[config.mk]
export PLATFORM = sky130hd
export DESIGN_NAME = carry_select_adder_bec
export DESIGN_NICKNAME = d
export VERILOG_FILES = /design/src/rtl/carry_select_adder_bec_pkg.sv /design/src/rtl/carry_select_adder_bec_bec_n.sv /design/src/rtl/carry_select_adder_bec.sv
export SDC_FILE = /design/constraint.sdc
export NUM_CORES = 1
export LEC_CHECK = 0
export ABC_AREA = 1
export CAP_MARGIN = 10
export CELL_PAD_IN_SITES_DETAIL_PLACEMENT = 1
export CELL_PAD_IN_SITES_GLOBAL_PLACEMENT = 1
export CORE_MARGIN = 1.5
export CORE_UTILIZATION = 30
export DETAILED_ROUTE_END_ITERATION = 8
export PLACE_DENSITY = 0.76
export SLEW_MARGIN = 10
export SYNTH_ARGS = -nofsm -noshare
export SYNTH_HDL_FRONTEND = slang
export SYNTH_SLANG_ARGS = --single-unit
[constraint.sdc]
create_clock -name clk -period 3.1 [get_ports clk]
set_input_delay 0.62 -clock clk [delete_from_list [all_inputs] [get_ports clk]]
set_output_delay 0.62 -clock clk [all_outputs]
set_load 0.02 [all_outputs]
[src/rtl/carry_select_adder_bec_pkg.sv]
// Shared constants for the 16-bit square-root carry-select adder.
// Groups run LSB first at 2,2,3,4,5 bits.
package carry_select_adder_bec_pkg;
  localparam int WIDTH = 16;

  localparam int G0_W = 2;
  localparam int G1_W = 2;
  localparam int G2_W = 3;
  localparam int G3_W = 4;
  localparam int G4_W = 5;

  localparam int G0_LSB = 0;
  localparam int G1_LSB = 2;
  localparam int G2_LSB = 4;
  localparam int G3_LSB = 7;
  localparam int G4_LSB = 11;

  function automatic int grp_w(input int k);
    case (k)
      0:       return G0_W;
      1:       return G1_W;
      2:       return G2_W;
      3:       return G3_W;
      4:       return G4_W;
      default: return 0;
    endcase
  endfunction

  function automatic int grp_lsb(input int k);
    case (k)
      0:       return G0_LSB;
      1:       return G1_LSB;
      2:       return G2_LSB;
      3:       return G3_LSB;
      4:       return G4_LSB;
      default: return 0;
    endcase
  endfunction
endpackage

[src/rtl/carry_select_adder_bec_bec_n.sv]
// Binary-to-excess-1 converter: y = x + 1 (mod 2^W), purely combinational.
// Replaces the carry-in=1 ripple adder of a classic carry-select group.
module bec_n #(
  parameter int W = 4
) (
  input  logic [W-1:0] x,
  output logic [W-1:0] y
);
  always_comb begin
    logic all_ones;
    all_ones = 1'b1;
    y        = '0;
    for (int i = 0; i < W; i++) begin
      y[i]     = x[i] ^ all_ones;
      all_ones = all_ones & x[i];
    end
  end
endmodule

[src/rtl/carry_select_adder_bec.sv]
// 16-bit square-root CSLA with BEC groups; {cout,sum} = a+b+cin, registered (1 cycle).
// No handshake: accepts a new operand set every cycle, sync active-high reset clears outputs.
module carry_select_adder_bec #(
  parameter int WIDTH = carry_select_adder_bec_pkg::WIDTH
) (
  input  logic             clk,
  input  logic             rst,
  input  logic [WIDTH-1:0] a,
  input  logic [WIDTH-1:0] b,
  input  logic             cin,
  output logic             cout,
  output logic [WIDTH-1:0] sum
);
  import carry_select_adder_bec_pkg::*;

  logic [G0_W-1:0]  g0_s;
  logic             g0_c;
  logic [WIDTH-1:0] sum_d, sum_q;
  logic             cout_d, cout_q;

  always_comb begin : g0_rca
    logic c;
    c    = cin;
    g0_s = '0;
    for (int i = 0; i < G0_W; i++) begin
      g0_s[i] = a[G0_LSB+i] ^ b[G0_LSB+i] ^ c;
      c       = (a[G0_LSB+i] & b[G0_LSB+i]) | (c & (a[G0_LSB+i] ^ b[G0_LSB+i]));
    end
    g0_c = c;
  end

  // Upper groups never see the real carry: each precomputes both outcomes in parallel.
  for (genvar k = 1; k < 5; k++) begin : g_grp
    localparam int N = grp_w(k);
    localparam int L = grp_lsb(k);

    logic [N:0] s0;
    logic [N:0] s1;

    always_comb begin : rca0
      logic c;
      c  = 1'b0;
      s0 = '0;
      for (int i = 0; i < N; i++) begin
        s0[i] = a[L+i] ^ b[L+i] ^ c;
        c     = (a[L+i] & b[L+i]) | (c & (a[L+i] ^ b[L+i]));
      end
      s0[N] = c;
    end

    bec_n #(.W(N + 1)) u_bec (
      .x (s0),
      .y (s1)
    );
  end

  always_comb begin : select_chain
    logic c;
    sum_d                  = '0;
    sum_d[G0_LSB +: G0_W]  = g0_s;
    c                      = g0_c;
    {c, sum_d[G1_LSB +: G1_W]} = c ? g_grp[1].s1 : g_grp[1].s0;
    {c, sum_d[G2_LSB +: G2_W]} = c ? g_grp[2].s1 : g_grp[2].s0;
    {c, sum_d[G3_LSB +: G3_W]} = c ? g_grp[3].s1 : g_grp[3].s0;
    {c, sum_d[G4_LSB +: G4_W]} = c ? g_grp[4].s1 : g_grp[4].s0;
    cout_d                 = c;
  end

  always_ff @(posedge clk) begin
    if (rst) begin
      sum_q  <= '0;
      cout_q <= 1'b0;
    end else begin
      sum_q  <= sum_d;
      cout_q <= cout_d;
    end
  end

  assign sum  = sum_q;
  assign cout = cout_q;
endmodule

==> impl_results.md <==
* Largest vdd supply drop at 0.000156 V
* Leakage dissipation at a little over 0.9 nW
* Total wire length after detailed routing at about 3500 um
* CTS sink cnt at 17
* Count of final max-slew check failures at 0
* Most common cell in the synthesized netlist: inv_1
* Most used DFF post-synth: dfxtp_1
* Overall power of the completed layout at about 0.86 mW
* DR pass1 iterations at 4
* Global Route Usage Sum at between 15 and 20%
* Routed wirelength normalized by instance count at 13.8 um
* Count of maximum capacitance violations at 0
* Total Nets Final at 266
* Layout-stage area growth over the synthesis result at 55.0%
* Global-route congestion overflow total at 0
* Cells after DPL at 250
* HP Class: input pin to register
* Power per cell area at 444 mW/mm2
* Number of global-route vias before repair at approximately 1,200
* Worst hold margin at 0.751 ns
* Kind of launch point of the worst setup path: input pin
* Arrival time reported for the critical path endpoint at about 3.2 ns
* Number of routed nets with antenna violations at 0
* Clock buffer depth at 2
* Post-DP Area at approximately 0.0018 mm2
* TritonCTS clock tree: done
* Top cells by area in the synthesized netlist: dfxtp_1, fa_1, ha_1
* I/O pin count at 52
* Final core utilization at 48.4%
* Setup TNS at 0 ns
* Status: complete, no violations
* Number of nets produced by synthesis at 209
* Max Freq at ~330 MHz
* FF+latch count, synth at 17
* Wire length of the first global-routing pass at between 5000 and 6000 um
* Number of fill cells in the layout at 479
* Final setup viols at 0
* Last weighted congestion value of the routability-driven placer at between 0.7 and 0.8
* Worst-Margin Slew at 0.424 ns
* Antenna cells at 0
* Area occupied by registers at roughly 340 um2
* Vias at roughly 1,100
* Cell type with the highest occurrence count on the critical path: fa_2
* YS warnings at 0
* Avg Cell Area, Syn at 8.45 um2
* Number of instances in the synthesized netlist at between 100 and 150
* Proportion of register bits with asynchronous set or reset after synthesis at 0%
* Post-synth top area cell: dfxtp_1
* Clk pin slew, worst setup/hold paths at ~0.070 ns
* Critical-path cell with the highest stage delay: clkdlybuf4s50_1
* Number of unique standard cell types used by synthesis at 16
* Finished Layout Cells at 254
* Final instance area at 0.00194 mm2
* Die footprint at around 0.0046 mm2
* Setup ws final at just under 0.09 ns
* Pin count of the biggest net entering global routing at 15
* Headroom to the max-slew limit at between 70 and 80%
* Minimum period implied by the final worst setup slack at ~3.0 ns
* Max Fanout on Critical Path at 3
* Class of the most critical setup path: input pin to register
* Worst Path Buf+Inv at 3
* Largest delay share family, worst path: adder cells
* Drt drc at 0
* Cell depth of the worst setup path at 11
* Capturing element type of the critical path: register
* Fraction of the yosys area taken by sequential cells at ~27%
* Area inside the core boundary at between 0.004 and 0.005 mm2
* Critical path, cell by cell: clkdlybuf4s50_1, inv_1, fa_2, inv_2, fa_2, fa_1, ha_2, xnor2_2, nand3_2, a21oi_1, nor2_1
* Part of the cycle the worst path needs at a little over nine tenths
* Synth top area share at between 20% and 30%
* Post-synthesis instance area at around 0.0012 mm2
* Antenna violations before repair at 0
* Slowest stage delay, CP at ~0.46 ns
* Height of the chip at a little under 70 um
* Detailed router's first-iteration violation count at 26
* Place WS at -0.392 ns
* Detailed-route vias per instance at 4.43
* Rows at 23
* Multi-input gate area at 830 um2
* Deepest level of the CTS H-tree at 1
* Horizontal extent of the die at approximately 68 um
* Min-Delay Path Depth at 3
* Top cells by instance count after synthesis: inv_1, nor2_1, dfxtp_1, ha_1, fa_1
* Share of cells above drive strength 1 at ~18%
* Number of buffer cells added on primary ports at between 50 and 60
* Clock buffer count from CTS at 3
* Required time at the worst-slack endpoint at ~3.3 ns
* Cell at the root of the clock tree: clkbuf_8
* Initial Utilization at 31.2%
* Half-perimeter wire length after placement at ~2700 um
* Final Hold Violating Endpoints at 0
* Number of synthesized flops with an enable pin at 0
layout by cell type (no fill, tap or decap):
cell             count
a21oi_1              5
and2_4               1
buf_4                2
clkbuf_1             1
clkbuf_8             3
clkdlybuf4s50_1     47
dfxtp_1             17
dlygate4sd2_1        2
dlymetal6s2s_1       2
fa_1                 7
fa_2                 5
ha_1                 9
ha_2                 5
inv_1               29
inv_2                6
nand2_1             11
nand2_2              4
nand2_4              1
nand3_1              5
nand3_2              7
nand3_4              1
nor2_1              22
o21ai_0              7
o21ai_1              1
xnor2_1              2
xnor2_2              1
xor2_1               1
timing repair:
item	CTS	global route
setup buffers	0	0
setup endpoints to repair	2	6
resized for setup	10	15
hold buffers	0	0
pin swaps	8	13
tightest hold or removal path, stage by stage:
cell and delay (ns):
dlymetal6s2s_1 0.09, ha_2 0.18, a21oi_1 0.07
path summary, 6_finish.rpt:
path              startpoint                 end  slack [ns]
setup / recovery        a[8]  sum[14]$_SDFF_PP0_        0.09
hold / removal          a[7]   sum[7]$_SDFF_PP0_        0.75
where the power goes:
group          total, mW  internal [mW]  switching [mW]
clock              0.175         0.0914          0.0834
sequential         0.267          0.256          0.0104
combinational      0.419          0.200           0.219
total              0.860          0.547           0.313
per-layer routing:
metal | share of wire, % | track usage (%) | wire (um)
met3 | 5.0 | 2.50 | 176
met4 | 2.0 | 7.14 | 70
met2 | 56 | 27.8 | 1950
met1 | 37 | 18.1 | 1310
met5 | 0 | 0 | 0
sequential cells by signal, summed over array words and instances (netlist names):
signal and count:
cout 1, sum 16
logic make-up after synthesis:
family	share of synthesized area, %
and+or+nand+nor	20.7
AOI/OAI and AO/OA	5.20
xor gates and xnor gates	2.80
DFF	27.2
adders and majority gates	33.2
buffers and inverters	10.8
final cells by class:
cell class	instances	area share, %
Inverter	35	6.78
Tap cell	50	3.23
Clock buffer	4	2.33
Timing Repair Buffer	53	27.3
Multi-Input combinational cell	95	42.8
Sequential cell	17	17.6
Note: power is estimated with default switching activity, not from simulation.
